**src/rtl/uart_pkg.sv**
```systemverilog
// Shared UART definitions: error bit positions, line-format encodings, FIFO trigger
// encodings and the stored RX entry layout.
package uart_pkg;

    localparam int unsigned ERR_FRAME   = 2;
    localparam int unsigned ERR_PARITY  = 1;
    localparam int unsigned ERR_OVERRUN = 0;

    localparam int unsigned DATA_W  = 8;
    localparam int unsigned ENTRY_W = 11;

    typedef enum logic [1:0] {
        PAR_NONE = 2'b00,
        PAR_ODD  = 2'b01,
        PAR_EVEN = 2'b10
    } uart_parity_e;

    typedef enum logic [2:0] {
        DBITS_5 = 3'b000,
        DBITS_6 = 3'b001,
        DBITS_7 = 3'b010,
        DBITS_8 = 3'b011,
        DBITS_9 = 3'b100
    } uart_dbits_e;

    typedef enum logic [1:0] {
        TRIG_ONE     = 2'b00,
        TRIG_QUARTER = 2'b01,
        TRIG_HALF    = 2'b10,
        TRIG_NEAR    = 2'b11
    } uart_trig_e;

    typedef struct packed {
        logic              frame;
        logic              parity;
        logic              ovr;
        logic [DATA_W-1:0] data;
    } rx_entry_t;

    // Occupancy at which the data interrupt fires for a given trigger select.
    function automatic int unsigned trig_count(input logic [1:0] sel, input int unsigned depth);
        int unsigned n;
        case (uart_trig_e'(sel))
            TRIG_ONE:     n = 1;
            TRIG_QUARTER: n = depth / 4;
            TRIG_HALF:    n = depth / 2;
            default:      n = depth - 2;
        endcase
        return n;
    endfunction

endpackage

```
**src/rtl/uart_sync_fifo_mem.sv**
```systemverilog
// DEPTH x W register array: synchronous write port, asynchronous read of the head.
module uart_sync_fifo_mem #(
    parameter  int unsigned DEPTH = 16,
    parameter  int unsigned W     = 11,
    localparam int unsigned AW    = $clog2(DEPTH)
) (
    input  logic          clk,
    input  logic          we,
    input  logic [AW-1:0] waddr,
    input  logic [W-1:0]  wdata,
    input  logic [AW-1:0] raddr,
    output logic [W-1:0]  rdata
);

    logic [W-1:0] mem [DEPTH];

    always_ff @(posedge clk) begin
        if (we) begin
            mem[waddr] <= wdata;
        end
    end

    assign rdata = mem[raddr];

endmodule

```
**src/rtl/uart_rx_fifo_ctrl.sv**
```systemverilog
// UART receive buffer controller: FIFO / holding register, overrun, error and IRQ status.
// Optional character-timeout interrupt is built when UART_RX_TIMEOUT_EN is defined.
module uart_rx_fifo_ctrl
    import uart_pkg::*;
#(
    parameter  int unsigned DEPTH = 16,
    localparam int unsigned AW    = $clog2(DEPTH)
) (
    input  logic          clk,
    input  logic          rst,
    input  logic          rx_success,
    input  logic [7:0]    rx_data,
    input  logic [2:0]    rx_error,
    input  logic          fifo_en,
    input  logic          flush,
    input  logic [1:0]    trig_sel,
    input  logic [23:0]   timeout_cycles,
    input  logic          rd_en,
    input  logic          ovr_clr,
    output logic [7:0]    rd_data,
    output logic [2:0]    rd_err,
    output logic          empty,
    output logic          fifo_full,
    output logic [AW:0]   level,
    output logic          overrun,
    output logic          err_pending,
    output logic          irq_data,
    output logic          irq_timeout
);

    localparam int unsigned LW = AW + 1;

    logic          fifo_en_q;
    logic          flush_pend_q;
    logic [AW-1:0] wr_ptr_q;
    logic [AW-1:0] rd_ptr_q;
    logic [LW-1:0] level_q;
    logic [LW-1:0] err_cnt_q;
    logic          ovr_mark_q;
    logic          overrun_q;
    logic          irq_data_q;

    logic [LW-1:0] cap;
    logic          full_int;
    logic          flush_any;
    logic          push_ok;
    logic          pop_ok;
    logic          drop;
    logic          push_err;
    logic          pop_err;
    logic [LW-1:0] level_nxt;
    logic          irq_data_nxt;
    logic [AW-1:0] wr_addr;
    logic [AW-1:0] rd_addr;
    rx_entry_t     wr_entry;
    rx_entry_t     head;
    logic [ENTRY_W-1:0] head_raw;

    // Capacity follows the registered mode so no input reaches an output combinationally.
    assign cap       = fifo_en_q ? LW'(DEPTH) : LW'(1);
    assign full_int  = (level_q >= cap);
    assign flush_any = flush | flush_pend_q;
    assign pop_ok    = !flush_any && rd_en && (level_q != '0);
    assign push_ok   = !flush_any && rx_success && (!full_int || pop_ok);
    assign drop      = !flush_any && rx_success && full_int && !pop_ok;
    assign push_err  = push_ok && (rx_error[ERR_FRAME] || rx_error[ERR_PARITY]);
    assign pop_err   = pop_ok && (head.frame || head.parity);

    assign wr_addr = fifo_en_q ? wr_ptr_q : '0;
    assign rd_addr = fifo_en_q ? rd_ptr_q : '0;

    always_comb begin
        wr_entry        = '0;
        wr_entry.frame  = rx_error[ERR_FRAME];
        wr_entry.parity = rx_error[ERR_PARITY];
        wr_entry.ovr    = ovr_mark_q;
        wr_entry.data   = rx_data;
    end

    always_comb begin
        level_nxt    = level_q;
        irq_data_nxt = 1'b0;
        if (flush_any) begin
            level_nxt = '0;
        end else begin
            level_nxt = level_q + LW'(push_ok) - LW'(pop_ok);
        end
        if (fifo_en_q) begin
            irq_data_nxt = (level_nxt >= LW'(trig_count(trig_sel, DEPTH)));
        end else begin
            irq_data_nxt = (level_nxt != '0);
        end
    end

    uart_sync_fifo_mem #(
        .DEPTH (DEPTH),
        .W     (ENTRY_W)
    ) u_mem (
        .clk   (clk),
        .we    (push_ok),
        .waddr (wr_addr),
        .wdata (wr_entry),
        .raddr (rd_addr),
        .rdata (head_raw)
    );

    assign head = rx_entry_t'(head_raw);

    always_ff @(posedge clk) begin
        if (rst) begin
            fifo_en_q    <= fifo_en;
            flush_pend_q <= 1'b0;
            wr_ptr_q     <= '0;
            rd_ptr_q     <= '0;
            level_q      <= '0;
            err_cnt_q    <= '0;
            ovr_mark_q   <= 1'b0;
            overrun_q    <= 1'b0;
            irq_data_q   <= 1'b0;
        end else begin
            fifo_en_q    <= fifo_en;
            flush_pend_q <= (fifo_en != fifo_en_q);
            level_q      <= level_nxt;
            irq_data_q   <= irq_data_nxt;

            if (flush_any) begin
                wr_ptr_q  <= '0;
                rd_ptr_q  <= '0;
                err_cnt_q <= '0;
            end else begin
                if (push_ok && fifo_en_q) begin
                    wr_ptr_q <= wr_ptr_q + AW'(1);
                end
                if (pop_ok && fifo_en_q) begin
                    rd_ptr_q <= rd_ptr_q + AW'(1);
                end
                if (push_err && !pop_err) begin
                    err_cnt_q <= err_cnt_q + LW'(1);
                end else if (pop_err && !push_err) begin
                    err_cnt_q <= err_cnt_q - LW'(1);
                end
            end

            // Mark travels with the next accepted character, then re-arms.
            if (drop) begin
                ovr_mark_q <= 1'b1;
            end else if (push_ok) begin
                ovr_mark_q <= 1'b0;
            end

            if (drop) begin
                overrun_q <= 1'b1;
            end else if (ovr_clr) begin
                overrun_q <= 1'b0;
            end
        end
    end

    assign level       = level_q;
    assign empty       = (level_q == '0);
    assign fifo_full   = (level_q == cap);
    assign overrun     = overrun_q;
    assign err_pending = (err_cnt_q != '0);
    assign irq_data    = irq_data_q;
    assign rd_data     = empty ? '0 : head.data;
    assign rd_err      = empty ? '0 : {head.frame, head.parity, head.ovr};

`ifdef UART_RX_TIMEOUT_EN
    logic [23:0] tmo_cnt_q;
    logic        irq_tmo_q;
    logic        activity;
    logic        unused_bits;

    assign activity    = push_ok | pop_ok | flush_any;
    assign unused_bits = rx_error[ERR_OVERRUN];

    // Idle countdown while data sits unread; a zero load disables the interrupt.
    always_ff @(posedge clk) begin
        if (rst) begin
            tmo_cnt_q <= '0;
            irq_tmo_q <= 1'b0;
        end else begin
            if (activity || empty) begin
                tmo_cnt_q <= timeout_cycles;
            end else if (tmo_cnt_q != '0) begin
                tmo_cnt_q <= tmo_cnt_q - 24'd1;
            end

            if (activity) begin
                irq_tmo_q <= 1'b0;
            end else if ((tmo_cnt_q == '0) && !empty && (timeout_cycles != '0)) begin
                irq_tmo_q <= 1'b1;
            end
        end
    end

    assign irq_timeout = irq_tmo_q;
`else
    logic unused_bits;

    assign unused_bits = rx_error[ERR_OVERRUN] ^ (^timeout_cycles);
    assign irq_timeout = 1'b0;
`endif

endmodule

```
**config.mk**
```make
export PLATFORM = sky130hd
export DESIGN_NAME = uart_rx_fifo_ctrl
export DESIGN_NICKNAME = d
export VERILOG_FILES = /design/src/rtl/uart_pkg.sv /design/src/rtl/uart_sync_fifo_mem.sv /design/src/rtl/uart_rx_fifo_ctrl.sv
export SDC_FILE = /design/constraint.sdc
export NUM_CORES = 1
export LEC_CHECK = 0
export CAP_MARGIN = 10
export CELL_PAD_IN_SITES_DETAIL_PLACEMENT = 0
export CELL_PAD_IN_SITES_GLOBAL_PLACEMENT = 2
export CORE_UTILIZATION = 46
export DETAILED_ROUTE_END_ITERATION = 16
export GPL_ROUTABILITY_DRIVEN = 0
export HOLD_SLACK_MARGIN = 0.1
export PLACE_DENSITY = 0.83
export SYNTH_ARGS = -nofsm -noshare
export SYNTH_HDL_FRONTEND = slang
export SYNTH_SLANG_ARGS = --single-unit
```
**constraint.sdc**
```tcl
create_clock -name clk -period 9.35 [get_ports clk]
set_clock_uncertainty 0.2 [all_clocks]
set_input_delay 1.4025 -clock clk [delete_from_list [all_inputs] [get_ports clk]]
set_output_delay 1.4025 -clock clk [all_outputs]
set_load 0.01 [all_outputs]
```
==> flow_metrics.tcl, run 1 <==
set metrics [dict create \
    outcome "finished with violations" \
    violations "design-rule violations" \
    clk_latency_ps 430 \
    track_usage_pct 20.9 \
    firstDrtPassIters 11 \
    diodes 0 \
    most-common-layout-cells "176 x edfxtp_1, 52 x mux2i_1, 39 x clkdlybuf4s50_1" \
    post-cts-setup-buffers 0 \
    worstHoldPathCells 2 \
    dp_hpwl_mm 11.5 \
    overflow 0 \
    io_buffer_count 39 \
    r2r_end "irq_data$_SDFF_PP0_" \
    grt_max_degree 47 \
    grt_pass1_wl_mm 29.2 \
    synthAdderAreaFrac_pct 3.24 \
    design_area_um2 9850 \
    fp.coreArea_um2 18100 \
    r2r-start "fifo_en_q$_DFF_P_" \
    critPathLaunchType "flop" \
    die_y_um 139 \
    yosys_warnings 0 \
    synth_flop_cell "edfxtp_1" \
    rsz0062_at_grt "no" \
    maxCapViolations 0 \
    drive_gt1_share_pct 14.9 \
    p_leak_nw 3.15 \
    mostFrequentLayoutCell "edfxtp_1" \
    dpl_cell_area_um2 9290 \
    synth_top_area_share_pct 61.6 \
    clock.fmax_ghz 0.196 \
    nFillCells 1469 \
    fin_total_pwr_mw 1.73 \
    drt_iter0_markers 443 \
    holdBufCountCts 0 \
    setup_viol 0 \
    cts_resized 0 \
    cp-end-kind "primary output" \
    drc 4 \
    hold_viol 0 \
    p_per_area_nw_per_um2 176 \
    grt_pass1_vias 4967 \
    dpl_worst_slack_ps 4390 \
    synth_top_family_by_area "multiplexers" \
    syn_to_final_growth_pct 14.8 \
    hp-start "overrun$_SDFFE_PP0P_" \
    routed_via_density 5.77 \
    crit_fanout 42 \
    worstHoldEndpoint "overrun$_SDFFE_PP0P_" \
    worstPathRequired_ps 7750 \
    synth.avg_cell_area_um2 15.1 \
    antenna_found_initial 0 \
    synth_simple_gate_area_share_pct 7.03 \
    htreeDepth 4 \
    clkTransAtPathRegs_ps 70 \
    cts_buffer_depth 2 \
    nNetsFinal 676 \
    finalSetupTns_ps 0 \
    synth-seq-cells 199 \
    syn_nets 633 \
    drv_slew 0 \
    relSlewSlack_pct 24.7 \
    reg2reg_slack_ps 4570 \
    crit_arrival_ps 3500 \
    root_buffer "clkbuf_16" \
    cts.sinks 199 \
    initial_core_util_pct 47.3 \
    die_w_um 139 \
    syn_inst 568 \
    async_flop_share_pct 0 \
    die_area_um2 19200 \
    ir_drop_v 0.000134 \
    ys_seq_area_share_pct 67.0 \
    synth.area.top_cells "edfxtp_1 62%, mux2i_1 6.1%, dfxtp_1 5.4%, mux4_2 4.7%, ha_1 2.8%" \
    synth_edf_count 176 \
    cts_made_buffers 17 \
    period_share_pct 54.6 \
    hold_path.class "flop to flop" \
    antenna_left 0 \
    synth_compound_gate_area_share_pct 7.96 \
    worstSetupPathType "flop to primary output" \
    synth.mux.area_fraction_pct 10.8 \
    synthXorXnorAreaFrac_pct 1.02 \
    worst_pin_slew_ps 1120 \
    cts_tree "yes" \
    wl_mm 18.8 \
    worst_r2r_path_depth 17 \
    num_io_pins 66 \
    rows 49 \
    synth_cell_types 55 \
    timing.hold.ws_ps 276 \
    vias 4926 \
    setup_slack_ps 4240 \
    wl_per_cell_um 22.1 \
    finalCriticalPeriod_ps 5110 \
    synth_top_area_cell "edfxtp_1" \
    synth_area_um2 8580 \
]
## synth_stat cells (4+ instances only)
cell type  count
edfxtp_1     176
mux2i_1       52
a21oi_1       32
nor2_1        30
dfxtp_1       23
ha_1          19
o22ai_1       19
mux4_2        18
nand2_1       17
inv_1         15
nor2b_1       14
nor3_1        13
clkbuf_1      11
buf_2         10
nand2b_1      10
o21ai_0       10
o22a_1        10
a22o_1         9
nand3_1        7
nor4_1         6
xnor2_1        6
buf_4          5
o221ai_1       4
xor2_1         4
## layout make-up
cell class	instances	area, µm²	share of cell area [%]
timing repair buffer	57	526	5.33
sequential	199	5750	58.4
clock inverter	14	140	1.42
tap	229	287	2.91
inverter	16	60.1	0.609
multi-input combinational	320	2660	27.0
clock buffer	18	429	4.36
## worst max path at each step
| stage | slack (ps) | endpoint | cells after the start | from |
|---|---|---|---|---|
| floorplan | 5400 | irq_data$_SDFF_PP0_ | 14 | flush |
| detailed placement | 4390 | irq_data$_SDFF_PP0_ | 15 | flush |
| global placement | 4430 | irq_data$_SDFF_PP0_ | 15 | flush |
| CTS | 4200 | rd_data[7] | 6 | rd_ptr_q[0]$_SDFFE_PP0P_ |
| finish | 4240 | rd_data[5] | 6 | rd_ptr_q[0]$_SDFFE_PP0P_ |
| global route | 4020 | rd_data[7] | 6 | rd_ptr_q[0]$_SDFFE_PP0P_ |
## worst max-delay path, stage by stage, from the launching register on
cell	delay [ps]
dfxtp_4	760
buf_4	650
o22ai_1	180
mux4_2	500
a22o_1	270
nor2_1	100
clkdlybuf4s50_1	550
## layer usage
layer,global-route usage [%],part of all wire [%]
met1,27.6,44
met2,34.5,51
met3,4.49,3.7
met4,6.86,1.3
met5,0,0
## state kept, by name, summed over array words and instances (netlist names)
name and flops:
u_mem.mem 176, fifo_en_q 1, irq_data 1, err_cnt_q 5, level 5, ovr_mark_q 1
overrun 1, rd_ptr_q 4, flush_pend_q 1, wr_ptr_q 4
## stage by stage
| step | cells | util, % |
|---|---|---|
| 2_1_floorplan | 568 | - |
| 3_3_place_gp | 821 | 51.2 |
| 3_5_place_dp | 821 | 51.2 |
| 4_1_cts | 853 | 54.3 |
| 5_1_grt | 853 | 54.3 |
| 6_report | 853 | 54.3 |
## logic make-up after synthesis
logic type      count (synthesis)
compound gates                102
xor+xnor                       10
fa+ha+maj                      21
buf+inv                        49
flops                         199
mux                            70
other cells                     1
simple gates                  116
## power breakdown
part	internal (mW)	total, mW	switching (mW)
Combinational	0.0255	0.0614	0.0359
Clock	0.354	0.700	0.347
Sequential	0.969	0.973	0.00441
Power figures use the tool's default switching activity.
==> run 2: changes to the inputs <==
--- a/config.mk
+++ b/config.mk
@@ -8,11 +8,11 @@
 export CAP_MARGIN = 10
 export CELL_PAD_IN_SITES_DETAIL_PLACEMENT = 0
 export CELL_PAD_IN_SITES_GLOBAL_PLACEMENT = 2
-export CORE_UTILIZATION = 46
+export CORE_UTILIZATION = 42
 export DETAILED_ROUTE_END_ITERATION = 16
 export GPL_ROUTABILITY_DRIVEN = 0
 export HOLD_SLACK_MARGIN = 0.1
-export PLACE_DENSITY = 0.83
+export PLACE_DENSITY = 0.77
 export SYNTH_ARGS = -nofsm -noshare
 export SYNTH_HDL_FRONTEND = slang
 export SYNTH_SLANG_ARGS = --single-unit
==> constraint.sdc (replaced) <==
create_clock -name clk -period 4.7 [get_ports clk]
set_clock_uncertainty 0.2 [all_clocks]
set_input_delay 0.705 -clock clk [delete_from_list [all_inputs] [get_ports clk]]
set_output_delay 0.705 -clock clk [all_outputs]
set_load 0.01 [all_outputs]
==> flow_metrics.tcl, run 2 (same netlist as run 1, synthesis figures left out) <==
set metrics [dict create \
    hold_path.class "flop to flop" \
    largest_register_ffs 176 \
    die_w_um 145 \
    r2r-start "fifo_en_q$_DFF_P_" \
    reg2reg_slack_ps 600 \
    rsz0062_at_grt "no" \
    hold_viol 0 \
    largest_register "u_mem.mem" \
    cts_tree "yes" \
    finalSetupTns_ps 0 \
    most-common-layout-cells "176 x edfxtp_1, 52 x mux2i_1, 39 x clkdlybuf4s50_1" \
    drc 0 \
    utilization_pct 50.7 \
    clock.fmax_ghz 0.243 \
    wl_mm 19.6 \
    cts_buffer_depth 2 \
    track_usage_pct 19.3 \
    initial_core_util_pct 43.5 \
    post-cts-setup-buffers 0 \
    worstHoldPathCells 2 \
    io_buffer_count 39 \
    grt_pass1_vias 4981 \
    p_per_area_nw_per_um2 350 \
    fp.coreArea_um2 19700 \
    die_y_um 145 \
    nFillCells 1617 \
    p_clk_share_pct 41.2 \
    worstSetupPathType "flop to primary output" \
    r2r_end "irq_data$_SDFF_PP0_" \
    routed_via_density 5.52 \
    setup_viol 0 \
    drv_slew 0 \
    wl_per_cell_um 21.8 \
    antenna_left 0 \
    htreeDepth 4 \
    finalCriticalPeriod_ps 4120 \
    overflow 0 \
    period_share_pct 87.6 \
    internal-power_mw 2.74 \
    maxCapViolations 0 \
    p_leak_nw 3.22 \
    cts_made_buffers 17 \
    power_frac_seq_pct 55.2 \
    clkTransAtPathRegs_ps 70 \
    crit_fanout 47 \
    syn_to_final_growth_pct 16.6 \
    ir_drop_v 0.000248 \
    worst_r2r_path_depth 17 \
    hp-start "overrun$_SDFFE_PP0P_" \
    cts.sinks 199 \
    relSlewSlack_pct 50.3 \
    rows 51 \
    worstHoldEndpoint "overrun$_SDFFE_PP0P_" \
    vias 4963 \
    clk_latency_ps 430 \
    holdBufCountCts 0 \
    antenna_found_initial 0 \
    worstPathRequired_ps 3800 \
    sw_frac_of_total_pct 21.9 \
    firstDrtPassIters 5 \
    cts_resized 0 \
    cp-end-kind "primary output" \
    worst_pin_slew_ps 745 \
    root_buffer "clkbuf_16" \
    dp_hpwl_mm 12.0 \
    num_io_pins 66 \
    drive_gt1_share_pct 16.2 \
    nNetsFinal 686 \
    grt_pass1_wl_mm 29.7 \
    crit_arrival_ps 3210 \
    mostFrequentLayoutCell "edfxtp_1" \
    diodes 0 \
    grt_max_degree 48 \
    critPathLaunchType "flop" \
    outcome "finished clean" \
    power_frac_comb_pct 3.6 \
    die_area_um2 21000 \
    p_switching_mw 0.767 \
    drt_iter0_markers 414 \
]
[run 2: cell count changes in the layout (fill, tap and decap cells not counted), sizes merged]
| cell | before | now |
|---|---|---|
| inv | 22 | 23 |
| bufinv | 0 | 1 |
| clkinv | 7 | 4 |
| buf | 18 | 28 |
| clkinvlp | 1 | 2 |
[run 2: cell type report]
| class | instances | area (µm²) | area share [%] |
|---|---|---|---|
| Clock buffer | 18 | 429 | 4.29 |
| Clock inverter | 14 | 159 | 1.59 |
| Inverter | 16 | 60.1 | 0.600 |
| Multi-Input combinational cell | 320 | 2660 | 26.6 |
| Sequential cell | 199 | 5750 | 57.5 |
| Tap cell | 265 | 332 | 3.31 |
| Timing Repair Buffer | 67 | 613 | 6.13 |
[run 2: worst max path at each step]
stage / startpoint / to / slack (ps) / cells after the start
floorplan: fifo_en_q$_DFF_P_ / irq_data$_SDFF_PP0_ / 1150 / 18
global placement: flush / irq_data$_SDFF_PP0_ / 480 / 15
detailed placement: flush / irq_data$_SDFF_PP0_ / 440 / 15
CTS: rd_ptr_q[0]$_SDFFE_PP0P_ / rd_err[0] / 510 / 7
global route: fifo_en_q$_DFF_P_ / irq_data$_SDFF_PP0_ / 300 / 17
finish: rd_ptr_q[0]$_SDFFE_PP0P_ / rd_err[0] / 580 / 7
[run 2: power by group through the flow]
stage	Clock [mW]	Sequential [mW]	Combinational, mW
final	1.44	1.93	0.126
after global routing	1.53	1.93	0.139
after CTS	1.47	1.93	0.127
after detailed placement	0	1.97	0.126
after global placement	0	1.97	0.122
after floorplan	0	1.97	0.0634
[run 2: worst max-delay path: stages, from the launching register on]
cell and delay (ps):
dfxtp_4 570, nand2_1 210, buf_4 320, o22ai_1 130
mux4_2 510, a22o_1 270, nor2_1 190, clkdlybuf4s50_1 570
[run 2: layer usage]
layer  up-vias  global-route usage, %  share of wire, %
li1       2300                      -                 -
met1      2550                   26.2                46
met2        93                   31.7                50
met3        20                   2.99               2.7
met4         0                   6.76               1.7
met5         -                      0                 0
[run 2: through the flow]
| stage | area (µm²) | instances | power (mW) | hold slack (ps) | setup WS (ps) |
|---|---|---|---|---|---|
| floorplan | 8580 | 568 | 2.04 | 254 | 1150 |
| global placement | 9410 | 867 | 2.10 | 271 | 480 |
| detailed placement | 9410 | 867 | 2.10 | 272 | 435 |
| CTS | 10000 | 899 | 3.53 | 292 | 513 |
| global route | 10000 | 899 | 3.61 | 316 | 303 |
| finish | 10000 | 899 | 3.50 | 284 | 581 |
==> run 3: changes to the inputs <==
--- a/config.mk
+++ b/config.mk
@@ -16,3 +16,4 @@
 export SYNTH_ARGS = -nofsm -noshare
 export SYNTH_HDL_FRONTEND = slang
 export SYNTH_SLANG_ARGS = --single-unit
+export TNS_END_PERCENT = 20
==> results of run 3 <==
No change in the layout: final DEF, timing and power equal those of run 2.
